[src/rtl/uart_tx_piso_fifo.sv]
// uart_tx_piso_fifo: buffered parallel-in/serial-out UART transmitter.
// Frame = start(0), 8 data bits LSB first, parity bit, stop(1).
// Build option: define TX_FIFO_EN for a FIFO_DEPTH-byte circular buffer;
// otherwise a single holding register buffers one byte.
module uart_tx_piso_fifo #(
  parameter int CLKS_PER_BIT = 1,
  parameter int FIFO_DEPTH   = 4
) (
  input  logic       clk,
  input  logic       rst,
  input  logic       wr_en,
  input  logic [7:0] din,
  input  logic       parity,
  output logic       tx,
  output logic       strt_beg,
  output logic       busy,
  output logic       full,
  output logic       empty,
  output logic       ovf,
  output logic       frame_done
);

  localparam logic [2:0] IDLE  = 3'd0;
  localparam logic [2:0] START = 3'd1;
  localparam logic [2:0] DATA  = 3'd2;
  localparam logic [2:0] PAR   = 3'd3;
  localparam logic [2:0] STOP  = 3'd4;

  localparam logic [7:0] BAUD_MAX = 8'(CLKS_PER_BIT - 1);

  // Reject parameter values outside the supported ranges at elaboration.
  if (CLKS_PER_BIT < 1 || CLKS_PER_BIT > 255 || FIFO_DEPTH < 2 || FIFO_DEPTH > 16 ||
      (FIFO_DEPTH & (FIFO_DEPTH - 1)) != 0) begin : g_cfg_check
    $error("uart_tx_piso_fifo: illegal CLKS_PER_BIT or FIFO_DEPTH");
  end

  logic [2:0] state_q, state_d;
  logic [7:0] baud_q, baud_d;
  logic [2:0] bit_q, bit_d;
  logic [7:0] shift_q, shift_d;
  logic       par_q, par_d;
  logic       tx_d, strt_d;
  logic       baud_last;
  logic       pop;
  logic       push;
  logic [7:0] head;

  assign baud_last  = (baud_q == BAUD_MAX);
  // A byte leaves the buffer either from IDLE or at the very end of STOP.
  assign pop        = !empty && ((state_q == IDLE) || ((state_q == STOP) && baud_last));
  // A write into a full buffer still lands if a pop frees a slot on the same edge.
  assign push       = wr_en && (!full || pop);
  assign busy       = (state_q != IDLE);
  assign frame_done = (state_q == STOP) && baud_last;

`ifdef TX_FIFO_EN
  localparam int AW = $clog2(FIFO_DEPTH);

  logic [7:0]  mem [FIFO_DEPTH];
  logic [AW:0] wr_ptr, rd_ptr;

  assign empty = (wr_ptr == rd_ptr);
  assign full  = (wr_ptr[AW] != rd_ptr[AW]) && (wr_ptr[AW-1:0] == rd_ptr[AW-1:0]);
  assign head  = mem[rd_ptr[AW-1:0]];

  // Buffer storage; contents need no reset because the pointers gate validity.
  always_ff @(posedge clk) begin
    if (push) mem[wr_ptr[AW-1:0]] <= din;
  end

  // Read/write pointers carry an extra wrap bit to tell full from empty.
  always_ff @(posedge clk or negedge rst) begin
    if (!rst) begin
      wr_ptr <= '0;
      rd_ptr <= '0;
    end else begin
      if (push) wr_ptr <= wr_ptr + (AW+1)'(1);
      if (pop)  rd_ptr <= rd_ptr + (AW+1)'(1);
    end
  end
`else
  logic [7:0] hold_q;
  logic       hold_valid;

  assign full  = hold_valid;
  assign empty = !hold_valid;
  assign head  = hold_q;

  // Single holding register; it frees on the pop so one byte can wait behind the shifter.
  always_ff @(posedge clk or negedge rst) begin
    if (!rst) begin
      hold_q     <= '0;
      hold_valid <= 1'b0;
    end else if (push) begin
      hold_q     <= din;
      hold_valid <= 1'b1;
    end else if (pop) begin
      hold_valid <= 1'b0;
    end
  end
`endif

  // Next-state logic for the frame sequencer, baud counter, bit counter and shifter.
  always_comb begin
    state_d = state_q;
    baud_d  = baud_q;
    bit_d   = bit_q;
    shift_d = shift_q;
    par_d   = par_q;
    case (state_q)
      IDLE: begin
        if (pop) begin
          shift_d = head;
          par_d   = (^head) ^ parity;
          baud_d  = '0;
          bit_d   = '0;
          state_d = START;
        end
      end
      START: begin
        if (baud_last) begin
          baud_d  = '0;
          state_d = DATA;
        end else begin
          baud_d = baud_q + 8'd1;
        end
      end
      DATA: begin
        if (baud_last) begin
          baud_d  = '0;
          shift_d = {1'b0, shift_q[7:1]};
          if (bit_q == 3'd7) begin
            bit_d   = '0;
            state_d = PAR;
          end else begin
            bit_d = bit_q + 3'd1;
          end
        end else begin
          baud_d = baud_q + 8'd1;
        end
      end
      PAR: begin
        if (baud_last) begin
          baud_d  = '0;
          state_d = STOP;
        end else begin
          baud_d = baud_q + 8'd1;
        end
      end
      STOP: begin
        if (baud_last) begin
          baud_d = '0;
          if (pop) begin
            shift_d = head;
            par_d   = (^head) ^ parity;
            bit_d   = '0;
            state_d = START;
          end else begin
            state_d = IDLE;
          end
        end else begin
          baud_d = baud_q + 8'd1;
        end
      end
      default: begin
        state_d = IDLE;
        baud_d  = '0;
        bit_d   = '0;
      end
    endcase
  end

  // Line level and frame-enable derived from the upcoming state so both can be registered.
  always_comb begin
    tx_d   = 1'b1;
    strt_d = 1'b0;
    case (state_d)
      START:   tx_d = 1'b0;
      DATA: begin
        tx_d   = shift_d[0];
        strt_d = 1'b1;
      end
      PAR: begin
        tx_d   = par_d;
        strt_d = 1'b1;
      end
      default: tx_d = 1'b1;
    endcase
  end

  // Sequencer state and registered outputs; reset abandons any frame in flight.
  always_ff @(posedge clk or negedge rst) begin
    if (!rst) begin
      state_q  <= IDLE;
      baud_q   <= '0;
      bit_q    <= '0;
      shift_q  <= '0;
      par_q    <= 1'b0;
      tx       <= 1'b1;
      strt_beg <= 1'b0;
      ovf      <= 1'b0;
    end else begin
      state_q  <= state_d;
      baud_q   <= baud_d;
      bit_q    <= bit_d;
      shift_q  <= shift_d;
      par_q    <= par_d;
      tx       <= tx_d;
      strt_beg <= strt_d;
      ovf      <= wr_en && full && !pop;
    end
  end

endmodule

[config.mk]
export PLATFORM = sky130hd
export DESIGN_NAME = uart_tx_piso_fifo
export DESIGN_NICKNAME = d
export VERILOG_FILES = /design/src/rtl/uart_tx_piso_fifo.sv
export SDC_FILE = /design/constraint.sdc
export NUM_CORES = 1
export LEC_CHECK = 0
export CORE_AREA = 8 8 76 78
export CTS_BUF_LIST = sky130_fd_sc_hd__clkbuf_16
export CTS_CLUSTER_DIAMETER = 120
export DETAILED_ROUTE_END_ITERATION = 12
export DIE_AREA = 0 0 84 86
export HOLD_SLACK_MARGIN = 0.1
export SYNTH_ARGS = -nofsm -noshare
export SYNTH_HDL_FRONTEND = slang
export SYNTH_SLANG_ARGS = --single-unit
[constraint.sdc]
create_clock -name clk -period 2.1 [get_ports clk]
set_input_delay 0.21 -clock clk [delete_from_list [all_inputs] [get_ports clk]]
set_output_delay 0.21 -clock clk [all_outputs]
set_load 0.02 [all_outputs]
==> Yosys cells after proc, flatten, opt, wreduce, memory -nomap -nowiden <==
Cells that the tools add are included.
{ "totals": {"output_inout_bits": 7, "input_bits": 12, "wordCells": 73, "ff_bits": 35} }
{ "classes": {"reduce_logical": 20, "n_addsub": 2, "mux": 27, "eq_ne": 11, "n_bitwise": 2} }
{ "op_table": {"columns": ["operator", "n"], "rows": [
  ["$mux 8", 5],
  ["$mux 3", 10],
  ["$pmux 8 s3", 1],
  ["$pmux 8 s2", 1],
  ["$pmux 3 s5", 1],
  ["$eq 3x2->1 const B", 4],
  ["$pmux 3 s4", 1],
  ["$add 8x1->8 const B", 1],
  ["$logic_not 8->1", 1],
  ["$reduce_xor 8->1", 1],
  ["$eq 3x1->1 const B", 2],
  ["$eq 3x3->1 const B", 2],
  ["$mux 1", 6],
  ["$ne 2x2->1 const B", 3],
  ["$reduce_and 3->1", 2],
  ["$reduce_bool 3->1", 2],
  ["$logic_and 1x1->1", 5],
  ["$reduce_or 2->1", 2],
  ["$reduce_or 4->1", 1],
  ["$add 3x1->3 const B", 1],
  ["$logic_not 3->1", 1],
  ["$pmux 1 s3", 1],
  ["$logic_not 1->1", 2],
  ["$logic_or 1x1->1", 2],
  ["other kinds (4)", 4]
]} }

==> Longest topological paths before layout <==
{ "logic_depth": {"ltp_word": 10, "depth_mapped": 8, "mapped_depth_nobuf": 7} }

==> Worst setup path before layout <==
No wires, ideal clock.
{ "synth_path": {"path_type": "reg-to-reg", "start": "register baud_q[0]", "end": "register par_q", "path_stages_with_launch": 8, "t_arrival_ns": 1.952, "setup_ns": 0.127, "required_time_ns": 1.973, "n_path_buf": 1, "period_less_slack_ns": 2.079, "slack_ns": 0.021, "path_cell_list": "dfrtp_1 -> inv_1 -> ha_1 -> or4b_4 -> o21ai_4 -> and3_1 -> buf_4 -> mux2_1"} }
{ "synth_via": {"elab_chain_cells": 7} }
{ "synth_lines": {"columns": ["item", "line", "text"], "rows": [
  ["start: declaration", "38", "logic [7:0] baud_q, baud_d;"],
  ["start signal: assignment", "204", "baud_q <= baud_d;"],
  ["$logic_not 8->1 *", "48", "assign baud_last = (baud_q == BAUD_MAX);"],
  ["$logic_and 1x1->1", "50", "assign pop = !empty && ((state_q == IDLE) || ((state_q == STOP) && baud_last));"],
  ["$logic_or 1x1->1", "50", null],
  ["$logic_and 1x1->1", "50", null],
  ["$mux 1", "112, 153", null],
  ["$mux 1", "151", "if (baud_last) begin"],
  ["$pmux 1 s2 *", "110", "case (state_q)"],
  ["named net par_d", "41", "logic par_q, par_d;"],
  ["end signal: assignment", "207", "par_q <= par_d;"],
  ["end: declaration", "41", null]
]} }
Mark *: on every way through the listed nets, which the timed path passes. The rest lies on a longest branch.
A chain may end at the register's enable or synchronous reset.

==> Worst setup path after layout <==
{ "layout_path": {"start": "register baud_q[1]", "end": "register bit_q[1]"} }
{ "layout_via": {"elab_chain_cells": 7} }
{ "layout_lines": {"columns": ["item", "line", "text"], "rows": [
  ["$logic_not 8->1 *", "48", null],
  ["$logic_and 1x1->1", "50", null],
  ["$logic_or 1x1->1", "50", null],
  ["$logic_and 1x1->1", "50", null],
  ["$mux 3 (2 in a row)", null, null],
  ["$pmux 3 s4", null, null],
  ["end signal: assignment", "205", "bit_q <= bit_d;"],
  ["end: declaration", "39", "logic [2:0] bit_q, bit_d;"]
]} }
Mark *: on every way between the ends. The rest lies on a longest branch, timed or not. The select of a mux whose other input is x is not followed.

==> metrics <==
status=complete, but fails checks; violations in the final reports=setup timing; DP Area=2310 um^2; root buffer cell=clkbuf_16; Worst EP required=2260 ps; Vias=1484; Layout area overhead=33.9%; row count=25; most frequent cells in the layout=dfrtp_1, buf_4, clkdlybuf4s50_1, nor2_1, mux2_4; vias in the first global route=1583; layout cells sized above 1=33.2%; Fill cells=411; Yosys top cell area share=44.1%; M3 GR Usage=3.70%; Post-Syn Instances=174; n_diodes=0; chip height=86 um; global routing's busiest layer=met2; reg2reg start=baud_q[1]$_DFFE_PN0P_; slew margin rel.=68.0%; Leak=0.00122 uW; Max Freq=470 MHz; worst slack at placement=-119 ps; CP max stage cell=or4b_4; Synth area leader=dfrtp_1; DRC errors left=0; Synth Net Count=190; most common cell after layout, fill and taps aside=dfrtp_1; slowest stage delay, CP=500 ps; die footprint=7220 um^2; Tightest Pin Transition=476 ps; total routed wirelength=4.39 mm; crit end category=flop; port bufs=18; Slew Limit Fails=0; CTS Sinks=35; Worst-path clk slew=50 ps; RSZ-0062 raised after global routing=true; synth top area cells=dfrtp_1, mux2_4, xnor2_1; post-route ant nets=0; crit path kind=flop to flop; #FFs+latches synth=35; M1 GR Usage=14.8%; RePlAce Congestion=0.866; CP startpoint kind=flop; final worst-path setup slack=-28.2 ps; WL/cell=16.0 um; Pwr Density=1500 nW/um^2; Pwr Total=3860 uW; library cells used by synthesis=52; Yosys warning total=0; largest net degree at the start of global routing=36; M2 GR Usage=21.8%; First-pass DRT Iterations=4; number of enable flip-flop cells after synthesis=0; Hold Crit Class=primary input to async pin; register area share after synthesis=45.5%; Top Ports=19; cells along the critical path=inv_2 -> ha_4 -> or4b_4 -> o21ai_4 -> nand2_2 -> a2bb2oi_4 -> mux2_4; CTS tree=built; Max Cap Violations=0; worst skew pair latency=270 ps; Horiz. Die Dim=84 um; Iteration-0 DRC Markers=141; cell family with most CP delay=simple AND/OR/NAND/NOR gates; Detailed Place HPWL=3.17 mm; initial core utilization=41.9%; antenna violations before repair=0; critical path launch point=baud_q[1]$_DFFE_PN0P_; first-pass GRT wire length=7.34 mm; H-tree levels=2; overall routing resource usage=12.5%; vias per cell=5.42; CP bufs+invs=1; Crit path arrival time=2290 ps; core area=4600 um^2; Async S/R FF share, synth=100%; Cell Area, Synth=1930 um^2; Post-CTS Hold Buffers=0; Worst Clk Skew=2.99 ps; Avg Inst Size Synth=11.1 um^2; Worst VDD drop=0.731 mV; clock period minus worst slack=2130 ps; final period utilization=101%; Nets=235; GRT overflow=0; Hold Vio Cnt, Final=0; Max clock buf depth=2; fin area=2580 um^2; WHS=357 ps; total CTS buffers=5; Setup-failing EPs final=3; Primary FF master, synth=dfrtp_1; Max FO, Critical Path=5
[through the flow]
stage | setup TNS, ps | util (%) | std cells
2_1_floorplan | 0 | - | 174
3_3_place_gp | -93.7 | 50.2 | 260
3_5_place_dp | -612 | 50.2 | 260
4_1_cts | -4.31 | 54.3 | 268
5_1_grt | -1240 | 56.1 | 274
6_report | -83.5 | 56.1 | 274
[logic make-up (layout without fill, tap and decap cells)]
| family | after synthesis | in the layout | synth area share (%) |
|---|---|---|---|
| AOI/OAI and AO/OA | 41 | 41 | 17.7 |
| DFF | 35 | 35 | 45.5 |
| adders and majority gates | 4 | 4 | 2.60 |
| and+or+nand+nor | 51 | 51 | 15.7 |
| xor gates and xnor gates | 14 | 14 | 6.36 |
| buffers and inverters | 17 | 63 | 3.63 |
| muxes | 12 | 12 | 8.57 |
[per-layer routing]
layer / wire length (um) / part of all wire (%)
met1: 1990 / 45
met2: 2190 / 50
met3: 187 / 4.3
met4: 31 / 0.71
met5: 0 / 0
[path summary, 6_finish.rpt]
path                                     endpoint  slack (ps)  cells past startpoint
setup / recovery             bit_q[1]$_DFFE_PN0P_         -30                      7
hold / removal              baud_q[7]$_DFFE_PN0P_         360                      2
setup reg to reg             bit_q[1]$_DFFE_PN0P_         -30                      7
hold reg to reg            shift_q[3]$_DFFE_PN0P_         480                      1
max in group asynchronous            tx$_DFF_PN1_        1400                      2
min in group clk           shift_q[3]$_DFFE_PN0P_         480                      1
[power by group]
part	total (uW)	leakage [uW]	internal, uW	switching (uW)
Sequential	1190	0.000442	928	259
Combinational	1870	0.000691	1060	815
Clock	803	0.0000864	550	253
[registers in the layout, indices dropped and copies added (netlist names)]
register,cells
baud_q,8
bit_q,3
full,1
head,8
ovf,1
par_q,1
shift_q,8
state_q,3
strt_beg,1
tx,1
[cell usage after synthesis, drive strengths merged, types with 4 or more instances]
library cell and count:
dfrtp 34, nor2 15, mux2 12, xnor2 10
a21o 8, inv 8, clkbuf 7, nand2 7
a21oi 6, a22o 6, and3 5, nor3 5
ha 4, nand4 4, xor2 4
[repair_timing]
action / in CTS / in global routing
pin swaps: 4 / 9
setup buffers: 0 / 6
resized for setup: 10 / 11
endpoints found under the setup margin: 19 / 28
[final cells by class]
| type | instances | area, um^2 | area share (%) |
|---|---|---|---|
| multi-input cells | 122 | 1050 | 40.6 |
| flip-flops and latches | 35 | 877 | 34.0 |
| repair buffers | 47 | 397 | 15.4 |
| clock buffers | 5 | 125 | 4.85 |
| well taps | 54 | 67.6 | 2.62 |
| clock inverters | 3 | 37.5 | 1.45 |
| inverters | 8 | 30.0 | 1.16 |
Power figures use the tool's default switching activity.
